--- config.mk ---
export PLATFORM = sky130hd
export DESIGN_NAME = pc_stack_control
export DESIGN_NICKNAME = d
export VERILOG_FILES = /design/src/rtl/pc_stack_control.sv
export SDC_FILE = /design/constraint.sdc
export NUM_CORES = 1
export LEC_CHECK = 0
export ABC_AREA = 1
export BUFFER_PORTS_ARGS = -buffer_cell sky130_fd_sc_hd__buf_4
export CORE_MARGIN = 5
export CORE_UTILIZATION = 35
export DETAILED_ROUTE_END_ITERATION = 12
export PLACE_DENSITY = 0.49
export SYNTH_ARGS = -nofsm -noshare
export SYNTH_HDL_FRONTEND = slang
export SYNTH_SLANG_ARGS = --single-unit
--- constraint.sdc ---
create_clock -name clk -period 9 [get_ports clk]
set_input_delay 0.9 -clock clk [delete_from_list [all_inputs] [get_ports clk]]
set_output_delay 0.9 -clock clk [all_outputs]
set_load 0.02 [all_outputs]
--- src/rtl/pc_stack_control.sv ---
// pc_stack_control: owns the 12-bit program counter, the LIFO shared by data
// pushes and return addresses, the interrupt-enable flag and the halt state.
// Executes one decoder action code per valid cycle with single-cycle latency.
// Optional feature: define PC_IRQ_EN to enable level-sensitive interrupt
// entry (push current PC, jump to IRQ_VECTOR, one-cycle irq_ack pulse).
module pc_stack_control #(
   parameter int          STACK_DEPTH = 16,
   parameter logic [11:0] RESET_PC    = 12'h000,
   parameter logic [11:0] IRQ_VECTOR  = 12'hFF0
) (
   input  logic                          clk,
   input  logic                          rst,
   input  logic                          instr_valid,
   input  logic [3:0]                    branch_stack_C_Z_detec,
   input  logic [11:0]                   PC_branch,
   input  logic [15:0]                   A_TO_STACK,
   input  logic                          irq,
   output logic [11:0]                   PC,
   output logic [15:0]                   STACK_TO_A,
   output logic                          halted,
   output logic                          ien,
   output logic                          stack_full,
   output logic                          stack_empty,
   output logic                          stack_err,
   output logic [$clog2(STACK_DEPTH):0]  sp_level,
   output logic                          irq_ack
);
   localparam int             SPW     = $clog2(STACK_DEPTH) + 1;
   localparam int             IW      = SPW - 1;
   localparam logic [SPW-1:0] DEPTH_L = SPW'(STACK_DEPTH);

   localparam logic [3:0] OP_JMP   = 4'b0000;
   localparam logic [3:0] OP_JSR   = 4'b0001;
   localparam logic [3:0] OP_PUSHA = 4'b0010;
   localparam logic [3:0] OP_POPA  = 4'b0011;
   localparam logic [3:0] OP_RET   = 4'b0100;
   localparam logic [3:0] OP_SKC   = 4'b0101;
   localparam logic [3:0] OP_SKZ   = 4'b0110;
   localparam logic [3:0] OP_ION   = 4'b0111;
   localparam logic [3:0] OP_IOF   = 4'b1000;
   localparam logic [3:0] OP_HALT  = 4'b1001;

   logic [11:0]     pc_q, pc_d;
   logic [15:0]     a_q, a_d;
   logic            halt_q, halt_d;
   logic            ien_q, ien_d;
   logic            err_q, err_d;
   logic            ack_q, ack_d;
   logic [SPW-1:0]  sp_q, sp_d;
   logic [15:0]     stack_q [STACK_DEPTH];

   logic            push_en;
   logic [15:0]     push_data;
   logic            irq_take;
   logic            full, empty;
   logic [SPW-1:0]  sp_m1;
   logic [15:0]     top;
   logic [11:0]     pc_inc, pc_inc2;

   assign full    = (sp_q == DEPTH_L);
   assign empty   = (sp_q == '0);
   assign sp_m1   = sp_q - 1'b1;
   // Only read when not empty, so sp_m1 is a valid entry index there.
   assign top     = stack_q[sp_m1[IW-1:0]];
   assign pc_inc  = pc_q + 12'd1;
   assign pc_inc2 = pc_q + 12'd2;

`ifndef PC_IRQ_EN
   // Interrupt inputs have no function without the interrupt feature.
   logic unused_irq;
   assign unused_irq = ^{irq, IRQ_VECTOR};
`endif

   // Next-state decode: interrupt entry first, then the decoder action code.
   always_comb begin
      pc_d      = pc_q;
      a_d       = a_q;
      halt_d    = halt_q;
      ien_d     = ien_q;
      err_d     = err_q;
      ack_d     = 1'b0;
      sp_d      = sp_q;
      push_en   = 1'b0;
      push_data = '0;
      irq_take  = 1'b0;
`ifdef PC_IRQ_EN
      // A halted core wakes on interrupt even without a valid instruction.
      if (irq && ien_q && (instr_valid || halt_q)) begin
         if (full) begin
            err_d = 1'b1;
         end else begin
            irq_take  = 1'b1;
            push_en   = 1'b1;
            push_data = {4'h0, pc_q};
            sp_d      = sp_q + 1'b1;
            pc_d      = IRQ_VECTOR;
            ien_d     = 1'b0;
            halt_d    = 1'b0;
            ack_d     = 1'b1;
         end
      end
`endif
      if (!irq_take && instr_valid && !halt_q) begin
         case (branch_stack_C_Z_detec)
            OP_JMP: pc_d = PC_branch;
            OP_JSR: begin
               if (full) begin
                  err_d = 1'b1;
                  pc_d  = pc_inc;
               end else begin
                  push_en   = 1'b1;
                  push_data = {4'h0, pc_inc};
                  sp_d      = sp_q + 1'b1;
                  pc_d      = PC_branch;
               end
            end
            OP_PUSHA: begin
               pc_d = pc_inc;
               if (full) begin
                  err_d = 1'b1;
               end else begin
                  push_en   = 1'b1;
                  push_data = A_TO_STACK;
                  sp_d      = sp_q + 1'b1;
               end
            end
            OP_POPA: begin
               pc_d = pc_inc;
               if (empty) begin
                  err_d = 1'b1;
               end else begin
                  a_d  = top;
                  sp_d = sp_m1;
               end
            end
            OP_RET: begin
               if (empty) begin
                  err_d = 1'b1;
                  pc_d  = pc_inc;
               end else begin
                  pc_d = top[11:0];
                  sp_d = sp_m1;
               end
            end
            OP_SKC, OP_SKZ: pc_d = pc_inc2;
            OP_ION: begin
               ien_d = 1'b1;
               pc_d  = pc_inc;
            end
            OP_IOF: begin
               ien_d = 1'b0;
               pc_d  = pc_inc;
            end
            OP_HALT: halt_d = 1'b1;
            default: pc_d = pc_inc;
         endcase
      end
   end

   // Control state registers; synchronous reset wins over any action.
   always_ff @(posedge clk) begin
      if (rst) begin
         pc_q   <= RESET_PC;
         a_q    <= '0;
         halt_q <= 1'b0;
         ien_q  <= 1'b0;
         err_q  <= 1'b0;
         ack_q  <= 1'b0;
         sp_q   <= '0;
      end else begin
         pc_q   <= pc_d;
         a_q    <= a_d;
         halt_q <= halt_d;
         ien_q  <= ien_d;
         err_q  <= err_d;
         ack_q  <= ack_d;
         sp_q   <= sp_d;
      end
   end

   // Stack storage: contents are don't-care after reset, so no reset here.
   always_ff @(posedge clk) begin
      if (!rst && push_en) stack_q[sp_q[IW-1:0]] <= push_data;
   end

   assign PC          = pc_q;
   assign STACK_TO_A  = a_q;
   assign halted      = halt_q;
   assign ien         = ien_q;
   assign stack_full  = full;
   assign stack_empty = empty;
   assign stack_err   = err_q;
   assign sp_level    = sp_q;
   assign irq_ack     = ack_q;

endmodule

# ---- Yosys cells after proc, flatten, opt, wreduce, memory -nomap -nowiden
# Memory sizes are Yosys's and may differ from the RTL's.
# Cells that the tools add are included.
# Widths: inputs -> output; s select.
dict set report op_classes {
  n_mux 19
  mul 0
  n_eq_ne 14
  magnitude_cmp 0
  n_shift 0
  reduce_logical 17
  div_mod_pow 0
  bitwise_logic 2
  addsub 4
}
# cell count
set ops {}
lappend ops {{$pmux 12 s5} 1}
lappend ops {{$mux 12} 3}
lappend ops {{$mux 16} 2}
lappend ops {{$pmux 16 s2} 1}
lappend ops {{$eq 4x3->1 const B} 4}
lappend ops {{$add 12x1->12 const B} 1}
lappend ops {{$add 12x2->12 const B} 1}
lappend ops {{$mux 5} 2}
lappend ops {{$pmux 5 s2} 1}
lappend ops {{$eq 4x2->1 const B} 2}
lappend ops {{$eq 4x4->1 const B} 2}
lappend ops {{$reduce_and 4->1} 2}
lappend ops {{$mux 1} 7}
lappend ops {{$reduce_and 2->1} 3}
lappend ops {{$reduce_or 2->1} 3}
lappend ops {{$add 5x1->5 const B} 1}
lappend ops {{$eq 5x5->1 const B} 1}
lappend ops {{$logic_not 5->1} 1}
lappend ops {{$sub 5x1->5 const B} 1}
lappend ops {{$eq 4x1->1 const B} 1}
lappend ops {{$logic_not 4->1} 1}
lappend ops {{$ne 2x1->1 const B} 2}
lappend ops {{$ne 2x2->1 const B} 2}
lappend ops {{$pmux 1 s2} 2}
lappend ops {{5 further kinds} 9}
dict set report totals {
  ram_bits 256
  register_bits 36
  mem_bits_ro 0
  out_inout_bits 39
  memories 1
  latch_bits 0
  in_bits 36
  word_cells 63
}
# memory words width rd rd_clocked_by_memory_dff wr line_no
set memory_table {}
lappend memory_table {stack_q 16 16 1 0 1 50} ;# logic [15:0] stack_q [STACK_DEPTH];

# ---- Logic depth before layout (Yosys ltp)
dict set report logic_depth {
  word_depth 7
  depth_mapped 14
  depth_no_buf 12
}

# ---- Worst setup path after synthesis
# No wires, ideal clock.
dict set report synth_path {
  path_type {reg2reg}
  start {register sp_q[0], in the netlist sp_level[0]}
  end {memory stack_q[15][0], enable pin}
  setup_time_ps 430
  stages_incl_launch_ff 8
  arrival_ps 3139
  required_time_ps 8570
  path_buffers 2
  slack_ps 5431
  period_less_slack_ps 3569
  path_cell_list {dfxtp_1 -> inv_2 -> buf_2 -> clkbuf_1 -> ha_1 -> nand3_1 -> nand2_2 -> nor4_1}
}
dict set report synth_between {
  elab_chain_cells 7
}
# item line_no
set synth_rtl {}
lappend synth_rtl {{from (decl)} 49} ;# logic [SPW-1:0] sp_q, sp_d;
lappend synth_rtl {{from (signal assigned)} 177} ;# sp_q <= sp_d;
lappend synth_rtl {{$eq 5x5->1} 60} ;# assign full = (sp_q == DEPTH_L);
lappend synth_rtl {{$mux 1} {107, 119}}
lappend synth_rtl {{$mux 1} --}
lappend synth_rtl {{$mux 1} 103} ;# if (!irq_take && instr_valid && !halt_q) begin
lappend synth_rtl {{$logic_and 1x1->1} 183} ;# if (!rst && push_en) stack_q[sp_q[IW-1:0]] <= push_data;
lappend synth_rtl {{$mux 1} 183}
lappend synth_rtl {{$mux 1 (implied by the code)} 183}
lappend synth_rtl {{to (decl)} 50}
# Parallel ways exist; a longest one is shown, timed or not.

# ---- Worst setup path after layout
dict set report layout_path {
  start {register sp_q[0], in the netlist sp_level[0]}
  end {memory stack_q[13][10], enable pin}
}
# The elaborated chain is that of the path after synthesis.

==> flow_summary.json <==
{
  "p_leak_uw": 0.005937,
  "cts_tree": "yes",
  "power_uw": 3076,
  "wl_per_cell_um": 20.94,
  "crit_path_max_incr_delay_ns": 0.79,
  "grt_use_total_pct": 18.53,
  "worstPathArrival_ns": 4.04,
  "cp-start-kind": "register",
  "fin_nets": 1404,
  "fmax_mhz": 259.9,
  "grt_antenna_before_repair": 0,
  "yosysWarnings": 0,
  "seq_area_frac_synth_pct": 65.07,
  "p_switching_uw": 737.5,
  "post-route-period-util_pct": 42.75,
  "rsz0062_at_grt": "no",
  "die_y_um": 202.2,
  "clock_latency_ns": 0.51,
  "htreeDepth": 2,
  "ios": 75,
  "whs_path_depth": 2,
  "grt_pass1_wl_um": 57450,
  "crit_chain": "inv_4 -> ha_2 -> nand3_1 -> nand2_2 -> nor3_1 -> nand2_1 -> nor2_2 -> buf_4",
  "area_delta_synth_final_pct": 17.14,
  "portBuffers": 72,
  "clock_path_buffers": 3,
  "intPower_uw": 2338,
  "path_class": "register to register",
  "routed_wl_um": 38850,
  "p_seq_share_pct": 48.1,
  "clock-root-buffer": "clkbuf_16",
  "finalWeightedCongestion": 0.8998,
  "finalClockSkew_ns": 0.01636,
  "cts.sinks": 292,
  "reg2regPathDepth": 8,
  "syn_inst": 1288,
  "dr.pass1.iters": 5,
  "slowest_stage": "dfxtp_4",
  "grt_max_degree": 79,
  "dp_hpwl_um": 22120,
  "coreArea_um2": 36520,
  "route.antenna.remaining_nets": 0,
  "avgSynthCellArea_um2": 10.03,
  "worstMarginPinSlew_ns": 1.305,
  "power_density_nw_per_um2": 203.2,
  "crit_buf_inv": 2,
  "vias_per_cell": 5.130,
  "ir_drop_v": 0.0001125,
  "synth_seq_cells": 292,
  "grt_pass1_vias": 8919,
  "layout_min_cycle_time_ns": 3.848,
  "synth.cell_area_um2": 12920,
  "synthDistinctLibCells": 40,
  "post-route-util_pct": 41.45,
  "cp_max_fo": 57,
  "setup_viol_count_final": 0,
  "power_frac_clock_pct": 43.1,
  "fin_hold_ws_ns": 0.4510,
  "status": "finished, final reports clean",
  "grt_remaining_overflow": 0,
  "regArea_um2": 8412,
  "cp_top_family": "simple AND/OR/NAND/NOR gates",
  "hold_viol_final": 0,
  "fin_tns_setup_ns": 0,
  "drc": 0,
  "slew_headroom_pct": 12.99,
  "stdcell_area_um2": 15140,
  "fillers": 3501,
  "slew_viol_final": 0,
  "dieArea_um2": 40860,
  "drive_gt1_share_pct": 13.77,
  "initial_core_util_pct": 35.38,
  "vias": 9517,
  "p_comb_share_pct": 8.8,
  "postCtsSetupRepairBufs": 0,
  "numCtsBuffers": 34,
  "synth_nets": 1331,
  "dpl-instance-area_um2": 14040,
  "drt_iter0_drc": 831,
  "post_cts_resized": 0,
  "antenna-diode-count": 0,
  "required_ns": 9.19,
  "path_clk_slew_ns": 0.06,
  "swShare_pct": 23.98,
  "endpoint_kind": "register",
  "multi_input_area_um2": 4015,
  "cts_hold_buf": 0,
  "cp.depth": 8,
  "hold_class": "register to register",
  "cap_violations": 0,
  "rows": 70,
  "die_w_um": 202.2
}
per-layer routing:
layer	vias up	wire length, µm	GRT usage, %
met3	54	2096	2.631
met5	-	0	0
li1	4611	-	-
met4	0	817	4.656
met1	4577	18000	26.78
met2	275	17940	29.65
kinds of logic after synthesis:
kind of cell	Yosys count	share of synthesized area [%]
xor gates and xnor gates	9	0.8134
and+or+nand+nor	711	23.24
DFF	292	65.07
adders and majority gates	7	0.6777
other	1	0.02902
buffers and inverters	132	4.270
AOI/OAI and AO/OA	136	5.906
stage by stage:
step	setup slack (ns)	std cells
final	5.152	1855
after floorplan	5.431	1288
after global routing	4.906	1855
after CTS	5.133	1854
after global placement	5.153	1792
after detailed placement	5.140	1792
cell usage in the layout (no fill, tap or decap), drive strengths merged:
cell type  instances
or2                1
nand3            223
dfxtp             36
o211ai            12
nand2            352
ha                 7
buf              105
xor2               7
conb               1
clkinv            12
o21ai             60
o311ai             1
a311oi             1
bufinv             1
inv               64
a31oi              1
xnor2              2
edfxtp           256
a21oi             45
clkbuf            49
o31ai              1
nand4              8
o221ai             5
nor2             124
o22ai             10
nor3               2
nor4               1
power groups by stage:
stage          sequential (µW)  clock [µW]  combinational, µW
6_report                  1480        1330                270
5_1_grt                   1480        1420                299
4_1_cts                   1480        1360                271
3_5_place_dp              1510           0                270
3_3_place_gp              1510           0                270
2_1_floorplan             1500           0                174
state kept, by name, indices dropped and copies added, names as in the netlist:
register and count:
STACK_TO_A 16, ien 1, halted 1, stack_q 256
PC 12, sp_level 5, stack_err 1
cell type report:
class / instances / area share, %
clock buffers: 49 / 6.530
multi-input cells: 864 / 26.53
inverters: 64 / 1.604
repair buffers: 105 / 5.207
flip-flops and latches: 292 / 55.57
well taps: 468 / 3.868
clock inverters: 13 / 0.6943
synthesized netlist by cell type (all sizes together):
library cell	n	area, µm²
or2	1	6.260
nor2	124	475.5
ha	7	87.58
nand3	223	1126
clkinv	1	3.750
nor3	2	15.01
a311oi	1	8.760
o21ai	60	300.3
nand4	8	50.05
o31ai	1	7.510
inv	63	236.5
a31oi	1	6.260
nor4	1	6.260
o311ai	1	8.760
xor2	7	80.08
edfxtp	256	7687
dfxtp	36	720.7
conb	1	3.750
xnor2	2	25.03
o211ai	12	90.09
o221ai	5	43.79
nand2	352	1324
buf	36	188.9
o22ai	10	68.81
a21oi	45	229.0
clkbuf	32	122.6
worst reg2reg max path, cell delays in order (launching register included):
cell	delay (ns)
dfxtp_4	0.79
inv_4	0.42
ha_2	0.36
nand3_1	0.16
nand2_2	0.31
nor3_1	0.42
nand2_1	0.27
nor2_2	0.44
buf_4	0.36
worst paths after layout:
check	start	to	slack, ns
worst max-delay path	sp_level[0]$_SDFFE_PP0P_	stack_q[13][10]$_DFFE_PP_	5.15
worst min-delay path	stack_err$_SDFFE_PP0P_	stack_err$_SDFFE_PP0P_	0.45
worst max register to register	sp_level[0]$_SDFFE_PP0P_	stack_q[13][10]$_DFFE_PP_	5.15
worst min register to register	stack_err$_SDFFE_PP0P_	stack_err$_SDFFE_PP0P_	0.45
Power figures use the tool's default switching activity.
